File: src/rtl/ps2_tx_pkg.sv
// Shared PS/2 transmitter types: FSM state encoding and frame geometry.
package ps2_tx_pkg;

   typedef enum logic [3:0] {
      IDLE,
      INHIBIT,
      RTS,
      WAIT_START,
      SEND,
      ACK,
      WAIT_RELEASE,
      DONE,
      ERROR
   } ps2_tx_state_t;

   // Frame after the start bit: 8 data bits, parity, stop.
   localparam int          FRAME_W  = 10;
   localparam logic [3:0]  LAST_BIT = 4'd9;

   function automatic int max2(input int a, input int b);
      return (a > b) ? a : b;
   endfunction

endpackage

File: src/rtl/ps2_sync_edge.sv
// Two-flop synchronizer for an asynchronous PS/2 pin plus a falling-edge strobe.
module ps2_sync_edge #(
   parameter logic RESET_VAL = 1'b1
) (
   input  logic clk_i,
   input  logic reset_n_i,
   input  logic pin_async_i,
   output logic sync_o,
   output logic fall_o
);

   logic meta_q;
   logic sync_q;
   logic prev_q;

   always_ff @(posedge clk_i or negedge reset_n_i) begin
      if (!reset_n_i) begin
         meta_q <= RESET_VAL;
         sync_q <= RESET_VAL;
         prev_q <= RESET_VAL;
      end else begin
         meta_q <= pin_async_i;
         sync_q <= meta_q;
         prev_q <= sync_q;
      end
   end

   assign sync_o = sync_q;
   assign fall_o = prev_q & ~sync_q;

endmodule

File: src/rtl/ps2_tx.sv
// PS/2 host-to-device transmitter: inhibit, request-to-send, clock out 11 bits
// on device falling edges, then check the device ACK and wait for line release.
module ps2_tx
   import ps2_tx_pkg::*;
#(
   parameter int INHIBIT_CYCLES        = 6000,
   parameter int SETUP_CYCLES          = 250,
   parameter int START_TIMEOUT_CYCLES  = 750000,
   parameter int PACKET_TIMEOUT_CYCLES = 100000
) (
   input  logic       clk_i,
   input  logic       reset_n_i,
   input  logic       ps2_clk_async_i,
   input  logic       ps2_data_async_i,
   output logic       ps2_clk_oe_o,
   output logic       ps2_data_oe_o,
   input  logic [7:0] data_i,
   input  logic       valid_i,
   output logic       ready_o,
   output logic       busy_o,
   output logic       done_o,
   output logic       error_o
);

   localparam int MAX_CYC = max2(max2(INHIBIT_CYCLES, SETUP_CYCLES),
                                 max2(START_TIMEOUT_CYCLES, PACKET_TIMEOUT_CYCLES));
   localparam int TW      = (MAX_CYC > 2) ? $clog2(MAX_CYC) : 1;

   localparam logic [TW-1:0] LD_INHIBIT = TW'(INHIBIT_CYCLES - 1);
   localparam logic [TW-1:0] LD_SETUP   = TW'(SETUP_CYCLES - 1);
   localparam logic [TW-1:0] LD_START   = TW'(START_TIMEOUT_CYCLES - 1);
   localparam logic [TW-1:0] LD_PACKET  = TW'(PACKET_TIMEOUT_CYCLES - 1);

   logic clk_sync;
   logic clk_fall;
   logic data_sync;
   logic data_fall_unused;

   ps2_sync_edge #(.RESET_VAL(1'b1)) u_clk_sync (
      .clk_i       (clk_i),
      .reset_n_i   (reset_n_i),
      .pin_async_i (ps2_clk_async_i),
      .sync_o      (clk_sync),
      .fall_o      (clk_fall)
   );

   ps2_sync_edge #(.RESET_VAL(1'b1)) u_data_sync (
      .clk_i       (clk_i),
      .reset_n_i   (reset_n_i),
      .pin_async_i (ps2_data_async_i),
      .sync_o      (data_sync),
      .fall_o      (data_fall_unused)
   );

   ps2_tx_state_t        state_q, state_nxt;
   logic [TW-1:0]        timer_q, timer_nxt;
   logic [3:0]           bit_idx_q, bit_idx_nxt;
   logic [FRAME_W-1:0]   frame_q, frame_nxt;
   logic                 clk_oe_nxt, data_oe_nxt;
   logic                 timer_zero;
   logic                 in_packet;

   assign timer_zero = (timer_q == '0);

   always_ff @(posedge clk_i or negedge reset_n_i) begin
      if (!reset_n_i) begin
         state_q       <= IDLE;
         timer_q       <= '0;
         bit_idx_q     <= '0;
         ps2_clk_oe_o  <= 1'b0;
         ps2_data_oe_o <= 1'b0;
         ready_o       <= 1'b1;
         busy_o        <= 1'b0;
         done_o        <= 1'b0;
         error_o       <= 1'b0;
      end else begin
         state_q       <= state_nxt;
         timer_q       <= timer_nxt;
         bit_idx_q     <= bit_idx_nxt;
         ps2_clk_oe_o  <= clk_oe_nxt;
         ps2_data_oe_o <= data_oe_nxt;
         ready_o       <= (state_nxt == IDLE);
         busy_o        <= (state_nxt != IDLE);
         done_o        <= (state_nxt == DONE);
         error_o       <= (state_nxt == ERROR);
      end
   end

   // Frame bits are pure data, loaded only at acceptance.
   always_ff @(posedge clk_i) begin
      frame_q <= frame_nxt;
   end

   always_comb begin
      state_nxt   = state_q;
      bit_idx_nxt = bit_idx_q;
      frame_nxt   = frame_q;
      unique case (state_q)
         IDLE: begin
            if (valid_i) begin
               state_nxt = INHIBIT;
               frame_nxt = {1'b1, ~^data_i, data_i};
            end
         end
         INHIBIT:    if (timer_zero) state_nxt = RTS;
         RTS:        if (timer_zero) state_nxt = WAIT_START;
         WAIT_START: begin
            if (clk_fall) begin
               state_nxt   = SEND;
               bit_idx_nxt = '0;
            end else if (timer_zero) begin
               state_nxt = ERROR;
            end
         end
         SEND: begin
            if (timer_zero) begin
               state_nxt = ERROR;
            end else if (clk_fall) begin
               if (bit_idx_q == LAST_BIT) state_nxt = ACK;
               else                       bit_idx_nxt = bit_idx_q + 4'd1;
            end
         end
         ACK: begin
            if (timer_zero || data_sync) state_nxt = ERROR;
            else                         state_nxt = WAIT_RELEASE;
         end
         WAIT_RELEASE: begin
            if (timer_zero)                  state_nxt = ERROR;
            else if (clk_sync && data_sync)  state_nxt = DONE;
         end
         DONE:    state_nxt = IDLE;
         ERROR:   state_nxt = IDLE;
         default: state_nxt = IDLE;
      endcase

      clk_oe_nxt = (state_nxt == INHIBIT) || (state_nxt == RTS);
      unique case (state_nxt)
         RTS, WAIT_START: data_oe_nxt = 1'b1;
         SEND:            data_oe_nxt = ~frame_nxt[bit_idx_nxt];
         default:         data_oe_nxt = 1'b0;
      endcase

      // The packet timeout spans SEND through WAIT_RELEASE, so moves inside
      // that window keep counting instead of reloading.
      in_packet = ((state_q == SEND) || (state_q == ACK)) &&
                  ((state_nxt == ACK) || (state_nxt == WAIT_RELEASE));
      if (state_nxt != state_q && !in_packet) begin
         unique case (state_nxt)
            INHIBIT:    timer_nxt = LD_INHIBIT;
            RTS:        timer_nxt = LD_SETUP;
            WAIT_START: timer_nxt = LD_START;
            SEND:       timer_nxt = LD_PACKET;
            default:    timer_nxt = '0;
         endcase
      end else if (!timer_zero) begin
         timer_nxt = timer_q - 1'b1;
      end else begin
         timer_nxt = timer_q;
      end
   end

endmodule
File: config.mk
export PLATFORM = sky130hd
export DESIGN_NAME = ps2_tx
export DESIGN_NICKNAME = d
export VERILOG_FILES = /design/src/rtl/ps2_tx_pkg.sv /design/src/rtl/ps2_sync_edge.sv /design/src/rtl/ps2_tx.sv
export SDC_FILE = /design/constraint.sdc
export NUM_CORES = 1
export LEC_CHECK = 0
export BUFFER_PORTS_ARGS = -buffer_cell sky130_fd_sc_hd__buf_2
export CORE_MARGIN = 2
export CORE_UTILIZATION = 25
export CTS_CLUSTER_SIZE = 25
export DETAILED_ROUTE_END_ITERATION = 8
export PLACE_DENSITY = 0.39
export SYNTH_ARGS = -nofsm -noshare
export SYNTH_HDL_FRONTEND = slang
export SYNTH_SLANG_ARGS = --single-unit
File: constraint.sdc
create_clock -name clk_i -period 8.4 [get_ports clk_i]
set_input_delay 0.84 -clock clk_i [delete_from_list [all_inputs] [get_ports clk_i]]
set_output_delay 0.84 -clock clk_i [all_outputs]
set_load 0.005 [all_outputs]
# --- Word-level counts from Yosys, hierarchy flattened ---
# Cells that the tools add are included.
word_totals:
  mem_count: 0
  ram_bits: 0
  register_bits: 49
  latch_bits: 0
  output_inout_bits: 6
  elab_cells: 77
  romBits: 0
  inputBits: 13
classes:
  n_eq_ne: 17
  bitwise: 3
  muxes: 25
  add_sub_neg: 2
  reduce_logical: 14
  div_mod_pow: 0
  n_mul: 0
  shift: 0
  order_cmp: 1
op_table:
  columns: ["cell", "count"]
  rows:
  - ["$pmux 20 s4", 1]
  - ["$mux 4", 15]
  - ["$mux 20", 2]
  - ["$eq 4x3->1 const B", 7]
  - ["$pmux 4 s7", 1]
  - ["$logic_not 20->1", 1]
  - ["$mux 10", 2]
  - ["$sub 20x1->20 const B", 1]
  - ["$eq 4x2->1 const B", 4]
  - ["$eq 4x1->1 const B", 2]
  - ["$eq 4x4->1 const B", 2]
  - ["$logic_not 4->1", 2]
  - ["$pmux 4 s2", 1]
  - ["$reduce_xnor 8->1", 1]
  - ["$lt 4x5->1 const B", 1]
  - ["$add 4x1->4 const B", 1]
  - ["$bmux 1 s4", 1]
  - ["$logic_or 1x1->1", 4]
  - ["$ne 4x4->1", 1]
  - ["$reduce_bool 4->1", 1]
  - ["$logic_and 1x1->1", 3]
  - ["$ne 2x1->1 const B", 1]
  - ["$not 1->1", 2]
  - ["$pmux 1 s2", 1]
  - ["other kinds (4)", 4]

# --- Longest topological paths before layout ---
logic_depth:
  depth_word: 11
  ltp_mapped: 12
  depth_no_buf: 11

# --- By module ---
# A second synthesis with hierarchy kept.
unflattened:
  cells_unflattened: 290
  area_unflattened_um2: 2917.8
modules_own_cells:
  columns: ["module", "instances", "seq_area_each_um2", "area_per_inst_um2", "cells_per_inst"]
  rows:
  - ["ps2_tx", 1, 1052.3, 2732.6, 282]
  - ["ps2_sync_edge", 2, 78.8, 92.6, 4]

# --- Worst setup path after synthesis ---
# No wires, ideal clock.
synth_timing:
  kind: "register -> register"
  startpoint: "register timer_q[0]"
  endpoint: "register timer_q[0]"
  n_path_buf: 1
  path_slack_ps: 5653
  setup_time_ps: 73
  stages_incl_launch_ff: 13
  arrival_ps: 2674
  required_time_ps: 8327
  synth_period_minus_slack_ps: 2747
  path_cell_list: "dfrtp_1 > inv_1 > ha_1 > nor4b_1 > and4_1 > nand2_1 > o21ai_2 > mux2_2 > a32oi_4 > or2_1 > buf_4 > o22ai_2 > a2bb2oi_2"
synth_via:
  elab_chain_cells: 10
  word_cells_on_any_way: 26
  classes_between: "add/sub (1); eq/ne (8); mux (11); reduce/logical (6)"
synth_rtl:
  columns: ["element", "line", "text"]
  rows:
  - ["start, declared", "ps2_tx.sv:56", "logic [TW-1:0] timer_q, timer_nxt;"]
  - ["start signal, assigned", "ps2_tx.sv:78", "timer_q <= timer_nxt;"]
  - ["$logic_not 20->1", "ps2_tx.sv:63", "assign timer_zero = (timer_q == '0);"]
  - ["$mux 4 or $logic_or 1x1->1 (tied branches)", "ps2_tx.sv:111, ps2_tx.sv:124", null]
  - ["$mux 4 (on tied branches)", "ps2_tx.sv:108, ps2_tx.sv:124", null]
  - ["$pmux 4 s7", "ps2_tx.sv:98", "unique case (state_q)"]
  - ["$eq 4x3->1", "ps2_tx.sv:146", "((state_nxt == ACK) || (state_nxt == WAIT_RELEASE));"]
  - ["$logic_or 1x1->1", "ps2_tx.sv:146", null]
  - ["$logic_and 1x1->1", "ps2_tx.sv:145", "in_packet = ((state_q == SEND) || (state_q == ACK)) &&"]
  - ["$logic_not 1->1", "ps2_tx.sv:147", "if (state_nxt != state_q && !in_packet) begin"]
  - ["$logic_and 1x1->1", "ps2_tx.sv:147", null]
  - ["$ne 2x1->1 (no source line) or $mux 20 (tied branches)", null, null]
# Several ways; a longest one is shown, not always the timed one. The select of a mux whose other input is x is not followed.
# A chain may end at the register's enable or synchronous reset.

# --- Final worst setup path ---
layout_timing:
  startpoint: "register timer_q[0]"
  endpoint: "register timer_q[0]"
layout_via:
  elab_chain_cells: 10
  word_cells_on_any_way: 26
  classes_between: "add/sub (1); eq/ne (8); mux (11); reduce/logical (6)"
layout_rtl:
  columns: ["element", "line", "text"]
  rows:
  - ["$logic_not 20->1 *", "ps2_tx.sv:63", null]
  - ["$mux 4 or $logic_or 1x1->1 (tied branches)", "ps2_tx.sv:111, ps2_tx.sv:124", null]
  - ["$mux 4 (on tied branches)", "ps2_tx.sv:108, ps2_tx.sv:124", null]
  - ["$pmux 4 s7 *", "ps2_tx.sv:98", null]
  - ["named net state_nxt[2]", "ps2_tx.sv:55", "ps2_tx_state_t state_q, state_nxt;"]
  - ["$eq 4x3->1", "ps2_tx.sv:146", null]
  - ["$logic_or 1x1->1", "ps2_tx.sv:146", null]
  - ["$logic_and 1x1->1", "ps2_tx.sv:145", null]
  - ["$logic_not 1->1", "ps2_tx.sv:147", null]
  - ["$logic_and 1x1->1", "ps2_tx.sv:147", null]
  - ["$ne 2x1->1 (no source line) or $mux 20 (tied branches)", null, null]
# Mark *: on every way through the listed nets, which the timed path passes. The rest lies on a longest branch. The select of a mux whose other input is x is not followed.

==> flow_metrics.tcl <==
set metrics [dict create \
    powerDensity_mw_per_mm2 139 \
    via_per_inst 4.75 \
    required_ns 8.62 \
    synth_top_family_by_area "simple AND/OR/NAND/NOR gates" \
    ir_worst_vdd_uv 82.8 \
    cts_sinks 49 \
    yosys.cell_types.count 61 \
    placementRows 38 \
    drv_cap 0 \
    drt_iter0_drc 118 \
    grt_antenna_before_repair 0 \
    cp.arrival_ns 3.75 \
    netlist.area_leader.share_pct 30.3 \
    postPlaceCellArea_mm2 0.00293 \
    fin_nets 319 \
    netlist_instances 289 \
    finalWirelength_um 6510 \
    vias 2111 \
    die_w_um 108 \
    synth.most_common_cell "nand2_1" \
    startpoint_type "flop" \
    synthArstFlopShare_pct 79.6 \
    dp_hpwl_um 4750 \
    total_power_w 0.000422 \
    hp-class "flop to flop" \
    hold_violations 0 \
    synth_fa_ha_area_share_pct 1.38 \
    cts_buffer_depth 2 \
    synth.yosys.warnings 0 \
    relSlewSlack_pct 38.0 \
    grt_overflow 0 \
    crit_type "flop to flop" \
    synth.cell_area_mm2 0.00272 \
    drive_above_1_share_pct 16.8 \
    synth_area_leader_cell "dfrtp_1" \
    clockRootBuffer "clkbuf_8" \
    dr.pass1.iters 4 \
    fp.dieH_um 108 \
    hold_slack_ns 0.365 \
    setup_violations 0 \
    synth_commonest_cells "nand2_1, dfrtp_1, nor2_1" \
    ant_nets 0 \
    synth_mux_area_share_pct 4.09 \
    fin_tns_setup_ns 0 \
    clk_pin_slew_worst_paths_ns 0.10 \
    slew_viol_final 0 \
    grt_pass1_wl_um 11300 \
    nFillCells 1204 \
    postCtsHoldBufs 0 \
    finalWeightedCongestion 0.757 \
    timing.fmax_mhz 283 \
    synth_xor_area_share_pct 6.76 \
    clk_latency_ns 0.30 \
    synth_edf_count 0 \
    drc 0 \
    grt_use_total_pct 12.2 \
    cp_max_fo 18 \
    wire_per_inst_um 14.7 \
    yosys.area_share.simple_pct 25.5 \
    min_period_ns 3.53 \
    grt_max_degree 40 \
    avgSynthCellArea_um2 9.42 \
    fp.dieArea_mm2 0.0117 \
    ys_seq_area_share_pct 43.5 \
    pin_count 19 \
    h-tree-depth 2 \
    worst_pin_slew_ns 0.929 \
    fin_crit_sh_pct 42.1 \
    start_util_pct 25.3 \
    leakagePower_nw 1.20 \
    cts_made_buffers 5 \
    syn-num-nets 305 \
    rsz0062_at_grt "no" \
    end_kind "flop" \
    diodes 0 \
    grt_pass1_vias 2156 \
    io_buffers 18 \
    status "finished, final reports clean" \
    yosys_register_bits 49 \
    fin_skew_ns 0.0113 \
    synth_compound_area_share_pct 15.4 \
    coreArea_mm2 0.0107 \
    postCtsSetupBuffers 0 \
    ctsResizeCount 0 \
    area.growth.synth_to_final_pct 11.8 \
    synth_flop_cell "dfrtp_1" \
    yosys-top-cells-area "dfrtp_1, dfxtp_1, nand2_1" \
    cts_tree "built" \
    final_area_mm2 0.00304 \
]
-- cell families (layout without fill, tap and decap cells) --
group / Yosys count / after routing
adder cells (fa/ha/maj): 3 / 3
AO/OA/AOI/OAI: 52 / 52
flip-flops: 49 / 49
multiplexers: 11 / 11
XOR/XNOR: 21 / 21
buffers and inverters: 21 / 36
AND/OR/NAND/NOR: 132 / 132
-- worst max-delay path, cell delays in order, from the launching register on --
cell and delay (ns):
dfrtp_1 0.42, inv_1 0.11, ha_1 0.20, nor4b_1 0.39
nand4_1 0.36, nor2_4 0.47, o21ai_4 0.14, and3b_4 0.25
a32oi_4 0.47, or2_1 0.37, o22ai_2 0.13, a2bb2oi_2 0.14
-- registers in the layout, summed over array words and instances, names as in the netlist --
name                cells
u_clk_sync.meta_q       1
error_o                 1
ps2_clk_oe_o            1
ready_o                 1
done_o                  1
state_q                 4
u_clk_sync.prev_q       1
u_data_sync.sync_o      1
timer_q                20
busy_o                  1
frame_q                10
ps2_data_oe_o           1
bit_idx_q               4
u_data_sync.meta_q      1
u_clk_sync.sync_o       1
-- cell usage in the layout, fill, tap and decap left out, drive strengths merged, types with 4 or more instances in the layout --
| master | count |
|---|---|
| nand2 | 51 |
| nor3 | 14 |
| or2 | 4 |
| nand3 | 7 |
| dfrtp | 33 |
| o21ai | 18 |
| xnor2 | 14 |
| nand4 | 4 |
| xor2 | 7 |
| clkbuf | 6 |
| o21a | 4 |
| nand2b | 8 |
| buf | 18 |
| nor2 | 20 |
| inv | 12 |
| dfstp | 6 |
| nor2b | 5 |
| a21oi | 5 |
| dfxtp | 10 |
| mux2i | 10 |
-- report_power, final --
group          internal (W)  switching [W]  total [W]
logic            0.00000617     0.00000883  0.0000150
clock network     0.0000791      0.0000896   0.000169
registers          0.000237     0.00000120   0.000238
total              0.000323      0.0000997   0.000422
-- worst paths after layout --
| kind | from | to | slack [ns] | cells past startpoint |
|---|---|---|---|---|
| setup / recovery | timer_q[0] | timer_q[0] | 4.87 | 11 |
| setup reg to reg | timer_q[0] | timer_q[0] | 4.87 | 11 |
| hold reg to reg | u_clk_sync.meta_q | u_clk_sync.sync_o | 0.36 | 0 |
| min in group asynchronous | reset_n_i | timer_q[12] | 0.67 | 1 |
| hold / removal | u_clk_sync.meta_q | u_clk_sync.sync_o | 0.36 | 0 |
| max in group asynchronous | reset_n_i | timer_q[5] | 7.16 | 1 |
-- per-stage QoR --
stage	instances	utilization [%]	setup slack (ns)
final	444	28.3	4.87
after global routing	444	28.3	4.54
after CTS	444	28.3	4.82
after detailed placement	436	27.3	4.84
after global placement	436	27.3	5.01
after floorplan	289	-	5.65
-- layer usage --
metal	up-vias	global-route usage, %	share of wire (%)
li1	1042	-	-
met1	1027	17.6	50
met2	35	19.1	46
met3	7	2.05	2.8
met4	0	2.93	1.1
met5	-	0	0
-- layout make-up --
class / count / area (um2) / share of cell area (%)
Clock inverter: 2 / 17.5 / 0.576
Multi-Input combinational cell: 219 / 1440 / 47.5
Sequential cell: 49 / 1180 / 38.9
Tap cell: 140 / 175 / 5.76
Inverter: 10 / 37.5 / 1.23
Clock buffer: 6 / 93.8 / 3.09
Timing Repair Buffer: 18 / 90.1 / 2.96
Power figures use the tool's default switching activity.
